**src/rtl/icache_direct.sv**
```systemverilog
// icache_direct: direct-mapped, read-only instruction cache with word-sized lines.
// Hits return data combinationally in IDLE; a miss holds a single-word read in FILL
// until the controller drops iwait, then writes the line and returns to IDLE.
module icache_direct #(
  parameter int unsigned SETS = 16
) (
  input  logic        CLK,
  input  logic        RST,
  input  logic        imemREN,
  input  logic [31:0] imemaddr,
  output logic        ihit,
  output logic [31:0] imemload,
  output logic        iREN,
  output logic [31:0] iaddr,
  input  logic        iwait,
  input  logic [31:0] iload
);

  localparam int unsigned IDX  = $clog2(SETS);
  localparam int unsigned TAGW = 32 - IDX - 2;

  typedef enum logic {S_IDLE = 1'b0, S_FILL = 1'b1} state_t;

  state_t            r_state;
  state_t            w_next_state;
  logic [SETS-1:0]   r_valid;
  logic [TAGW-1:0]   r_tag  [SETS];
  logic [31:0]       r_data [SETS];
  logic [31:0]       r_miss_addr;

  logic [IDX-1:0]    w_idx;
  logic [TAGW-1:0]   w_tag;
  logic [IDX-1:0]    w_fill_idx;
  logic [TAGW-1:0]   w_fill_tag;
  logic              w_hit;
  logic              w_miss;
  logic              w_fill_done;
  logic              w_unused;

  assign w_idx       = imemaddr[IDX+1:2];
  assign w_tag       = imemaddr[31:IDX+2];
  assign w_fill_idx  = r_miss_addr[IDX+1:2];
  assign w_fill_tag  = r_miss_addr[31:IDX+2];
  assign w_hit       = imemREN & r_valid[w_idx] & (r_tag[w_idx] == w_tag);
  assign w_miss      = (r_state == S_IDLE) & imemREN & ~w_hit;
  assign w_fill_done = (r_state == S_FILL) & ~iwait;
  // Byte offset does not take part in lookup.
  assign w_unused    = ^imemaddr[1:0];

  // State register.
  always_ff @(posedge CLK) begin
    if (RST) r_state <= S_IDLE;
    else     r_state <= w_next_state;
  end

  // Next-state logic: miss starts a fill, controller ready ends it.
  always_comb begin
    w_next_state = r_state;
    case (r_state)
      S_IDLE:  if (w_miss)      w_next_state = S_FILL;
      S_FILL:  if (w_fill_done) w_next_state = S_IDLE;
      default: w_next_state = S_IDLE;
    endcase
  end

  // Valid bits and miss address; reset abandons any fill in progress.
  always_ff @(posedge CLK) begin
    if (RST) begin
      r_valid     <= '0;
      r_miss_addr <= '0;
    end else begin
      if (w_miss)      r_miss_addr <= {imemaddr[31:2], 2'b00};
      if (w_fill_done) r_valid[w_fill_idx] <= 1'b1;
    end
  end

  // Tag and data arrays are not reset; valid gates their use.
  always_ff @(posedge CLK) begin
    if (!RST && w_fill_done) begin
      r_tag[w_fill_idx]  <= w_fill_tag;
      r_data[w_fill_idx] <= iload;
    end
  end

  // Output logic: hit data in IDLE, memory request in FILL.
  always_comb begin
    ihit     = 1'b0;
    imemload = '0;
    iREN     = 1'b0;
    iaddr    = r_miss_addr;
    case (r_state)
      S_IDLE: begin
        ihit     = w_hit;
        imemload = w_hit ? r_data[w_idx] : 32'h0;
      end
      S_FILL:  iREN = 1'b1;
      default: ;
    endcase
  end

endmodule

```
**config.mk**
```make
export PLATFORM = sky130hd
export DESIGN_NAME = icache_direct
export DESIGN_NICKNAME = d
export VERILOG_FILES = /design/src/rtl/icache_direct.sv
export SDC_FILE = /design/constraint.sdc
export NUM_CORES = 1
export LEC_CHECK = 0
export CORE_MARGIN = 2
export CORE_UTILIZATION = 55
export CTS_CLUSTER_DIAMETER = 100
export DETAILED_ROUTE_END_ITERATION = 6
export PLACE_DENSITY = 0.82
export SLEW_MARGIN = 20
export SYNTH_ARGS = -nofsm -noshare
export SYNTH_HDL_FRONTEND = slang
export SYNTH_SLANG_ARGS = --single-unit
```
**constraint.sdc**
```tcl
create_clock -name CLK -period 9.24 [get_ports CLK]
set_input_delay 2.31 -clock CLK [delete_from_list [all_inputs] [get_ports CLK]]
set_output_delay 2.31 -clock CLK [all_outputs]
set_load 0.02 [all_outputs]
```
==> results.py <==
metrics = {
    "timing": {
        "slew_headroom_pct": 22.76,
        "hold_viol": 0,
        "setup_tns_ns": 0,
        "finClkSkew_ns": 0.02578,
        "fin_ws_ns": 0.2991,
        "fin_crit_sh_pct": 96.76,
        "slew_viol_final": 0,
        "holdWs_ns": 0.4763,
        "rsz0062_at_grt": "no",
        "timing.fmax_mhz": 111.8,
        "worst_slew_pin_slew_ns": 1.156,
        "period_needed_ns": 8.941,
        "setup_violations": 0,
    },
    "final_layout": {
        "final_cells": 3132,
        "drive_above_1_share_pct": 23.41,
        "utilization_pct": 63.33,
        "nNetsFinal": 2183,
        "design_area_mm2": 0.04450,
        "multi_input_area_mm2": 0.009613,
        "fill_cells": 4525,
        "area_growth_pct": 13.68,
        "seqCellArea_mm2": 0.02881,
    },
    "drt": {
        "drc": 1,
        "viasPerCell": 6.791,
        "dr_total_vias": 21268,
        "drtPass1Iterations": 7,
        "postRouteAntennaNets": 0,
        "wirelength_um": 100400,
        "first_iter_violations": 3333,
        "wl_per_cell_um": 32.07,
    },
    "placement": {
        "port_buffers": 129,
        "hpwl_um": 52220,
        "placedCellCount": 2963,
        "dpl_worst_slack_ns": 0.4495,
        "routabilityCongestion": 0.9216,
        "place_area_mm2": 0.04160,
    },
    "floorplanning": {
        "die_height_um": 270.8,
        "fp.dieW_um": 270.8,
        "core_mm2": 0.07027,
        "initial_utilization_pct": 55.71,
        "io_pins": 134,
        "row_count": 97,
        "die_area_mm2": 0.07332,
    },
    "clock_network": {
        "cts_made_buffers": 90,
        "cts_tree": "yes",
        "cts_root_buf": "clkbuf_16",
        "numClockSinks": 975,
        "clkLatencyLatePin_ns": 0.66,
        "cts_hold_buf": 0,
        "clk_transition_reported_paths_ns": 0.06,
        "cts_resized": 0,
        "cts_buffer_depth": 3,
        "postCtsSetupBuffers": 0,
        "htreeDepth": 3,
    },
    "worst_setup_path": {
        "critPathMaxFanout": 33,
        "cp_top_family": "simple AND/OR/NAND/NOR gates",
        "slowest_stage": "and2_1",
        "arrival_ns": 6.63,
        "r2r_start": "r_tag[0][1]$_DFFE_PP_",
        "cp.required_ns": 6.93,
        "criticalPathCategory": "in -> out",
        "r2r_end": "iaddr[27]$_SDFFE_PP0P_",
        "reg2regPathDepth": 9,
        "cp-end-kind": "output port",
        "path_cells": "buf_2, and2_1, a22oi_1, a211o_1, nand3_1, nand4b_1, nor4_1, or4b_4, buf_12, and2b_1, clkdlybuf4s50_1",
        "crit_cells": 11,
        "cp_num_buf_inv": 3,
        "crit_path_start_kind": "input pin",
        "reg2reg_slack_ns": 5.41,
        "cpPeakStageDelay_ns": 0.74,
    },
    "synthesis": {
        "seq_area_frac_synth_pct": 73.59,
        "synth_ff_type": "edfxtp_1",
        "yosysTopAreaCell": "edfxtp_1",
        "synthTopCellsByCount": "edfxtp_1, mux4_2, mux2i_1, nand2_1, dfxtp_1",
        "synth_seq_cells": 975,
        "synth_top_area_share_pct": 71.19,
        "synth_edf_count": 928,
        "synth_cell_types": 70,
        "yosysMostFrequentCell": "edfxtp_1",
        "synthTopCellsByArea": "edfxtp_1, mux4_2, dfxtp_1, mux2i_1, a22oi_1",
        "syn_area_per_cell_um2": 20.15,
        "synth_warnings": 0,
        "syn_area_mm2": 0.03915,
        "ys_async_sr_fraction_pct": 0,
        "syn_inst": 1943,
    },
    "global_routing": {
        "grt_pass1_wl_um": 146300,
        "grt_start_max_net_pins": 97,
        "globalRouteTotalUtil_pct": 27.51,
        "grt_pass1_vias": 21759,
        "overflow": 0,
        "antenna_found_initial": 4,
    },
    "status": {
        "violations": "DRC",
        "status": "complete, but fails checks",
    },
    "pwr": {
        "vdd_drop_max_uv": 167.3,
        "power_density_mw_per_mm2": 206.9,
        "totalPowerFinal_mw": 9.207,
        "leakage_nw": 14.06,
    },
    "worst_hold_path": {
        "holdPathStages": 2,
        "hold_path.class": "reg -> reg",
        "worstHoldEndpoint": "r_valid[1]$_SDFFE_PP0P_",
        "min_from": "r_valid[1]$_SDFFE_PP0P_",
    },
    "run": {
        "maxCapViolCount": 0,
    },
}
-- routing by layer --
metal | up-vias | share of wire (%) | global-route usage [%]
li1 | 8418 | - | -
met3 | 281 | 11 | 6.035
met4 | 4 | 3.5 | 9.610
met1 | 10888 | 35 | 36.65
met5 | - | 0.025 | 0
met2 | 1677 | 50 | 45.26
-- sequential cells by signal (all words and copies together) (netlist names) --
signal	count
r_data	512
r_tag	416
r_state	1
iaddr	30
r_valid	16
-- worst register-to-register path: stages (launching register included) --
cell and delay, ns:
edfxtp_1 0.38, mux4_1 0.52, o22ai_1 0.19, a21oi_1 0.09
xnor2_1 0.41, or3b_1 0.43, or4_1 0.91, buf_4 0.40
a22oi_1 0.24, o211ai_1 0.14
-- layout make-up --
cell class	count	share of cell area, %
Multi-Input combinational cell	818	21.60
Antenna cell	1	0.005623
Inverter	29	0.2502
Clock buffer	115	5.387
Timing Repair Buffer	201	4.246
Sequential cell	975	64.73
Clock inverter	53	1.133
Tap cell	940	2.643
-- how the worst max path moves through the flow --
stage              endpoint         from  slack, ns
4_1_cts        imemload[31]  imemaddr[5]       0.41
3_5_place_dp   imemload[31]  imemaddr[5]       0.45
6_report       imemload[31]  imemaddr[5]       0.30
2_1_floorplan  imemload[12]  imemaddr[2]       1.80
3_3_place_gp   imemload[31]  imemaddr[5]       0.49
5_1_grt        imemload[31]  imemaddr[5]       0.21
-- placed cells by master, fill, tap and decap left out, types with 24 or more instances in the layout --
cell / count
a22oi_1: 46
buf_4: 68
clkbuf_16: 91
clkdlybuf4s50_1: 124
dfxtp_1: 47
edfxtp_1: 928
inv_1: 27
mux2i_1: 73
mux4_2: 237
nand2_1: 51
nor2b_1: 41
nor2b_2: 26
o211ai_1: 34
o21ai_0: 45
o22ai_1: 24
-- logic make-up (layout without fill, tap and decap cells) --
family	count (synthesis)	count (layout)	synth area share, %
flip-flops	975	975	73.59
AO/OA/AOI/OAI	197	197	3.490
AND/OR/NAND/NOR	273	273	4.142
XOR/XNOR	18	18	0.4027
multiplexers	328	328	16.17
other	1	3	0.009579
buffers and inverters	151	398	2.193
-- report_power, final --
| part | internal [mW] | leakage, nW | switching [mW] | total (mW) |
|---|---|---|---|---|
| registers | 4.90 | 8.83 | 0.0705 | 4.97 |
| logic | 0.237 | 3.81 | 0.305 | 0.542 |
| clock network | 2.07 | 1.42 | 1.63 | 3.70 |
| total | 7.21 | 14.1 | 2.00 | 9.21 |
No activity file was read; power rests on OpenSTA's default activity.
